$ cat config.mk
export PLATFORM = sky130hd
export DESIGN_NAME = sht21_bcd_convert
export DESIGN_NICKNAME = d
export VERILOG_FILES = /design/src/rtl/sht21_bcd_convert.sv
export SDC_FILE = /design/constraint.sdc
export NUM_CORES = 1
export LEC_CHECK = 0
export ABC_AREA = 1
export BUFFER_PORTS_ARGS = -buffer_cell sky130_fd_sc_hd__buf_4
export CAP_MARGIN = 40
export CORE_MARGIN = 5
export CORE_UTILIZATION = 55
export DETAILED_ROUTE_END_ITERATION = 10
export MAX_ROUTING_LAYER = met4
export PLACE_DENSITY = 0.73
export SYNTH_ARGS = -nofsm -noshare
export SYNTH_HDL_FRONTEND = slang
export SYNTH_SLANG_ARGS = --single-unit
$ cat constraint.sdc
create_clock -name clk -period 6.1 [get_ports clk]
set_input_delay 0.915 -clock clk [delete_from_list [all_inputs] [get_ports clk]]
set_output_delay 0.915 -clock clk [all_outputs]
set_load 0.02 [all_outputs]
$ cat src/rtl/sht21_bcd_convert.sv
// SHT21 raw word to signed fixed-point BCD (hundredths of degC or %RH).
// Shift-add multiply, offset subtract with sign/clamp, then double-dabble.
module sht21_bcd_convert #(
    parameter int DIGITS = 4
) (
    input  logic                  clk,
    input  logic                  rst_n,
    input  logic                  start,
    input  logic                  com_sig,
    input  logic [15:0]           readData,
    output logic                  busy,
    output logic                  done,
    output logic                  negative,
    output logic                  overflow,
    output logic [4*DIGITS-1:0]   displaydata,
    output logic [2:0]            dbg_state
);

    localparam int DW = 4 * DIGITS;
    // The BCD work field is fixed at 6 digits so any legal DIGITS can be sliced from it.
    localparam int BW = 24;

    function automatic int unsigned pow10(input int n);
        int unsigned p;
        p = 1;
        for (int i = 0; i < n; i++) p = p * 10;
        return p;
    endfunction

    localparam int unsigned LIMIT = pow10(DIGITS);

    typedef enum logic [2:0] {
        S_IDLE = 3'd0,
        S_MUL  = 3'd1,
        S_SUB  = 3'd2,
        S_BCD  = 3'd3,
        S_DONE = 3'd4
    } state_t;

    state_t       state;
    logic [3:0]   cnt;
    logic         is_temp;
    logic [15:0]  mplier;
    logic [30:0]  mcand;
    logic [30:0]  acc;
    logic [13:0]  mag;
    logic         neg_r;
    logic         ovf_r;
    logic [BW-1:0] bcd;

    logic [BW-1:0] bcd_adj;
    logic [15:0]   offset;
    logic [15:0]   r_diff;
    logic [15:0]   r_abs;
    logic [13:0]   mag_next;
    logic          neg_next;
    logic          ovf_next;

    assign dbg_state = state;

    // Add-3 correction applied before each double-dabble shift.
    always_comb begin
        bcd_adj = bcd;
        for (int i = 0; i < BW / 4; i++) begin
            if (bcd[4*i +: 4] >= 4'd5) bcd_adj[4*i +: 4] = bcd[4*i +: 4] + 4'd3;
        end
    end

    always_comb begin
        offset   = is_temp ? 16'd4685 : 16'd600;
        r_diff   = {1'b0, acc[30:16]} - offset;
        r_abs    = 16'd0 - r_diff;
        mag_next = r_diff[13:0];
        neg_next = 1'b0;
        if (r_diff[15]) begin
            // Below zero: temperature reports magnitude, humidity clamps to 0.
            if (is_temp) begin
                mag_next = r_abs[13:0];
                neg_next = 1'b1;
            end else begin
                mag_next = 14'd0;
            end
        end
        ovf_next = (32'(mag_next) >= 32'(LIMIT));
    end

    always_ff @(posedge clk or negedge rst_n) begin
        if (!rst_n) begin
            state       <= S_IDLE;
            cnt         <= 4'd0;
            is_temp     <= 1'b0;
            mplier      <= 16'd0;
            mcand       <= 31'd0;
            acc         <= 31'd0;
            mag         <= 14'd0;
            neg_r       <= 1'b0;
            ovf_r       <= 1'b0;
            bcd         <= '0;
            busy        <= 1'b0;
            done        <= 1'b0;
            negative    <= 1'b0;
            overflow    <= 1'b0;
            displaydata <= '0;
        end else begin
            done <= 1'b0;
            case (state)
                S_IDLE: begin
                    if (start) begin
                        is_temp <= com_sig;
                        mplier  <= com_sig ? 16'd17572 : 16'd12500;
                        mcand   <= {15'd0, readData[15:2], 2'b00};
                        acc     <= 31'd0;
                        cnt     <= 4'd0;
                        busy    <= 1'b1;
                        state   <= S_MUL;
                    end
                end
                S_MUL: begin
                    if (mplier[0]) acc <= acc + mcand;
                    mplier <= mplier >> 1;
                    mcand  <= mcand << 1;
                    cnt    <= cnt + 4'd1;
                    if (cnt == 4'd15) state <= S_SUB;
                end
                S_SUB: begin
                    mag   <= mag_next;
                    neg_r <= neg_next;
                    ovf_r <= ovf_next;
                    bcd   <= '0;
                    cnt   <= 4'd0;
                    state <= S_BCD;
                end
                S_BCD: begin
                    bcd <= {bcd_adj[BW-2:0], mag[13]};
                    mag <= mag << 1;
                    cnt <= cnt + 4'd1;
                    if (cnt == 4'd13) state <= S_DONE;
                end
                S_DONE: begin
                    displaydata <= ovf_r ? {DIGITS{4'h9}} : bcd[DW-1:0];
                    negative    <= neg_r;
                    overflow    <= ovf_r;
                    done        <= 1'b1;
                    busy        <= 1'b0;
                    state       <= S_IDLE;
                end
                default: state <= S_IDLE;
            endcase
        end
    end

endmodule
# Word level (Yosys, flattened, before mapping)
# Cells that the tools add are included.
# word_totals
regBits,146
in_bits,20
elab_cells,85
# op_classes
n_addsub,10
order_cmp,7
eq_ne,10
n_mux,31
reduce_logical,12
# op_table
op,count
$pmux 31 s2,2
$mux 31,3
$pmux 24 s2,1
$mux 16,2
$pmux 16 s2,1
$add 31x31->31,1
$mux 14,2
$pmux 14 s2,1
$ge 4x3->1 const B,6
$mux 4,6
$add 4x2->4 const B,5
$sub 15x13->16,1
$mux 15,1
$ge 14x14->1 const B,1
$sub 1x14->14 const A,1
$mux 13,1
$mux 3,4
$pmux 3 s4,1
$pmux 4 s3,1
$eq 4x4->1 const B,2
$ne 2x2->1 const B,4
$reduce_and 2->1,4
$eq 3x2->1 const B,2
$reduce_and 3->1,2
10 further kinds,15

# Logic depth before layout (Yosys ltp)
# depth
ltp_word,6
mapped_depth,21

# Worst setup path after synthesis
# OpenSTA, ideal clock, no wires.
# synth_timing
path_kind,register to register
startpoint,register is_temp
endpoint,register ovf_r
setup_time_ns,0.116
t_arrival_ns,2.046
t_required_ns,5.984
slack_ns,3.938
stages_incl_launch_ff,16
path_buffers,0
synth_period_minus_slack_ns,2.162
path_cell_list,dfrtp_1 ha_1 ha_1 ha_1 inv_1 nor2_1 nand3_1 nor2_1 nand2_1 nand2_1 xor2_1 nand3_1 nand3_1 nand2_1 nand2_1 nand2_1
# synth_via
elab_chain_cells,6
# synth_rtl
element,line,source
"start, declared",42,logic is_temp;
"start signal, assigned",109,is_temp <= com_sig;
$mux 13,70,offset = is_temp ? 16'd4685 : 16'd600;
$sub 15x13->16,71,"r_diff = {1'b0, acc[30:16]} - offset;"
$sub 1x14->14,72,r_abs = 16'd0 - r_diff;
$mux 14,77,if (is_temp) begin
$mux 14 *,75,if (r_diff[15]) begin
$ge 14x14->1 *,84,ovf_next = (32'(mag_next) >= 32'(LIMIT));
"end signal, assigned",128,ovf_r <= ovf_next;
"end, declared",48,logic ovf_r;
# Mark *: on every way between the ends. The rest lies on a longest branch, timed or not.
# A chain may end at the register's enable or synchronous reset.

# Worst setup path in the final report
# layout_timing
startpoint,register state[2] (netlist: dbg_state[2])
endpoint,register acc[4]
# layout_via
elab_chain_cells,3
elab_cells_between_ends,7
cone_classes,eq/ne (3); mux (1); reduce/logical (3)
# layout_rtl
element,line,source
"start, declared",40,state_t state;
"start signal, assigned",89,state <= S_IDLE;
"start signal, assigned",115,state <= S_MUL;
"start signal, assigned",123,if (cnt == 4'd15) state <= S_SUB;
$eq 3x1->1 or $logic_not 3->1 (tied branches),106,case (state)
$ne 2x2->1 (no line) or $reduce_bool 2->1 (tied branches),-,
$reduce_and 3->1 (no line),-,
"end signal, assigned",119,if (mplier[0]) acc <= acc + mcand;
"end, declared",45,logic [30:0] acc;
# Parallel ways exist; a longest one is shown, timed or not.

==> metrics.csv <==
metric,value,unit
min_period,3051,ps
grt_start_max_net_pins,55,
maxCapViolations,0,
min-delay-path-class,in2async,
final-setup-viol-count,0,
number_of_distinct_library_cell_variants_in_the_gate_level_netlist_after_synthesis,44,
run_status,completed,
clock_transition_at_path_regs,60,ps
maxClockFrequency,0.3278,GHz
slew_viol_final,0,
grt_use_total,0.2491,
core_footprint,13990,sq um
post_synth_most_frequent_cells,"242 x sky130_fd_sc_hd__nand2_1, 133 x sky130_fd_sc_hd__dfrtp_1, 128 x sky130_fd_sc_hd__inv_1, 120 x sky130_fd_sc_hd__nor2_1, 112 x sky130_fd_sc_hd__o21ai_0",
p_total,5.738,mW
synthArstFlopShare,1.000,
first_iter_violations,606,
path_class,reg2reg,
cts_sinks,133,
detailedRoute.firstPassIterationCount,6,
post-route-drc-count,0,
area_delta_synth_final,15.90,%
post_cts.repair.setup_buffers,0,
gpl.final_weighted_congestion,0.9427,
end_kind,register,
wl_per_cell,14.99,microns
number_of_flops_mapped_to_enable_cells_by_yosys,0,
final_hold_fails,0,
initial_antenna_violation_count,0,
place_area,8434,sq um
ys.warnings.count,0,
post_synthesis_register_bit_count,133,
syn_avg_cell_area,7.485,sq um
power.density_cell_area,624.6,nW/um^2
initial_core_utilization,0.5666,
synth.most_common_cell,sky130_fd_sc_hd__nand2_1,
crit_path_start_kind,register,
worst_ep_required_time,6400,ps
dpl.cell_count,1261,
reg2reg_to,acc[4],
nFillCells,1241,
vdd_ir_drop_max,0.0004334,V
net_count_after_synthesis,1125,
clock_latency,420,ps
synth.top_cells.by_area,"sky130_fd_sc_hd__dfrtp_1 42%, sky130_fd_sc_hd__nand2_1 11%, sky130_fd_sc_hd__ha_1 7.1%",
synthCells,1059,
cts_inserted_buffers,17,
regArea,3328,sq um
dp_hpwl,13.67,mm
whs,431.1,ps
cellLeakagePower,4.624,nW
global_route.overflow_total,0,
io_buffers,40,
finish.cell_count_without_fillers,1293,
fp.dieArea,16910,sq um
cts_max_level,4,
postRouteAntennaNets,0,
yosysSeqAreaShare,0.4199,
crit-reg2reg-launch,dbg_state[2],
first_global_vias,6896,
worst-r2r-setup-slack,3050,ps
yosys_most_used_dff,sky130_fd_sc_hd__dfrtp_1,
layout-drive-gt1-share,0.08446,
die_x,130.1,microns
setup_tns_final,0,ps
total_area_of_multi_input_combinational_cells,3994,sq um
insertedDiodeCount,0,
postRouteWirelength,19.39,mm
cts_resized,0,
final_core_util,0.6567,
cts_tree,built,
min_period_over_period,0.5002,
unrepaired_setup_endpoints_after_global_routing,no,
drt-vias-per-instance,5.610,
vert_die_dim,130.1,microns
boundaryPins,43,
worst_pin_slew,890.8,ps
cts_root_buf,sky130_fd_sc_hd__clkbuf_16,
final.setup_skew,11.56,ps
cts_buffer_depth,2,
crit_path_max_fanout,45,
dp_slack,2788,ps
final_area,9186,sq um
final_nets,1166,
critPathArrivalTime,3350,ps
synthesized_cell_area,7926,sq um
rr_worst_depth,8,
postCtsHoldBufs,0,
routed-via-count,7254,
floorplan.rows,43,
setup_ws,3049,ps
yosysTopAreaCell,sky130_fd_sc_hd__dfrtp_1,
fraction_of_post_synthesis_cell_area_in_the_top_cell_type_by_area,0.4199,
grt_pass1_wl,32.98,mm
slew_headroom,0.4047,
==> critical path: stages, from the launching register on <==
cell and delay (ps):
sky130_fd_sc_hd__dfrtp_1 410, sky130_fd_sc_hd__inv_1 100, sky130_fd_sc_hd__nand2_1 120, sky130_fd_sc_hd__nor2_2 410, sky130_fd_sc_hd__inv_2 460, sky130_fd_sc_hd__o21ai_1 440, sky130_fd_sc_hd__buf_4 240, sky130_fd_sc_hd__inv_1 340
sky130_fd_sc_hd__o41ai_1 400
==> cell families (layout without fill, tap and decap cells) <==
kind of cell / Yosys count / count (layout) / synth area share
adder cells (fa/ha/maj): 46 / 46 / 0.07356
buffers and inverters: 158 / 212 / 0.07624
AND/OR/NAND/NOR: 450 / 450 / 0.2319
flip-flops: 133 / 133 / 0.4199
XOR/XNOR: 12 / 12 / 0.01326
AO/OA/AOI/OAI: 260 / 260 / 0.1852
==> where the power goes <==
group / internal (mW) / total, mW / switching [mW]
clock network: 0.915 / 1.31 / 0.395
logic: 1.00 / 2.97 / 1.96
registers: 1.22 / 1.46 / 0.245
==> placed cells by master, fill, tap and decap left out, drive strengths merged <==
cell type  Yosys  layout
nand2        247     247
inv          134     135
dfrtp        133     133
nor2         123     123
o21ai        118     118
nand3         63      63
a21oi         62      62
buf            5      46
ha            45      45
o22ai         40      40
clkbuf        19      20
xor2           9       9
bufinv         0       9
a31oi          8       8
nand4          7       7
o21bai         6       6
nor3           6       6
a21o           5       5
a221oi         4       4
nor4           3       3
a22o           3       3
o32ai          3       3
xnor2          3       3
a32o           2       2
o31ai          2       2
a21boi         1       1
or2            1       1
o41ai          1       1
a311oi         1       1
o221ai         1       1
o211ai         1       1
a211oi         1       1
o2111ai        1       1
fa             1       1
clkinvlp       0       1
clkinv         0       1
==> sequential cells by signal, indices dropped and copies added, names as in the netlist <==
register,flops
mag,14
overflow,1
ovf_r,1
mcand,29
cnt,4
displaydata,16
busy,1
bcd,16
dbg_state,3
acc,29
mplier,15
neg_r,1
negative,1
done,1
is_temp,1
==> worst max path at each step <==
stage / startpoint / end / slack, ps / depth (start not counted)
floorplan: is_temp / ovf_r / 3940 / 15
global placement: start / acc[4] / 2420 / 7
detailed placement: start / acc[4] / 2790 / 8
CTS: dbg_state[2] / acc[4] / 3110 / 8
global route: dbg_state[2] / acc[4] / 2850 / 8
finish: dbg_state[2] / acc[4] / 3050 / 8
==> layer usage <==
layer	track usage	part of all wire	vias to the layer above
met5	-	0	-
met4	0.08435	0.018	0
met3	0.03725	0.045	32
met2	0.3995	0.48	196
met1	0.3255	0.46	3400
li1	-	-	3626
==> layout make-up <==
| type | instances | area share |
|---|---|---|
| Tap cell | 180 | 0.02452 |
| Timing Repair Buffer | 46 | 0.04154 |
| Sequential cell | 133 | 0.3623 |
| Clock inverter | 12 | 0.03214 |
| Clock buffer | 20 | 0.04971 |
| Multi-Input combinational cell | 768 | 0.4348 |
| Inverter | 134 | 0.05503 |
Note: power is estimated with default switching activity, not from simulation.
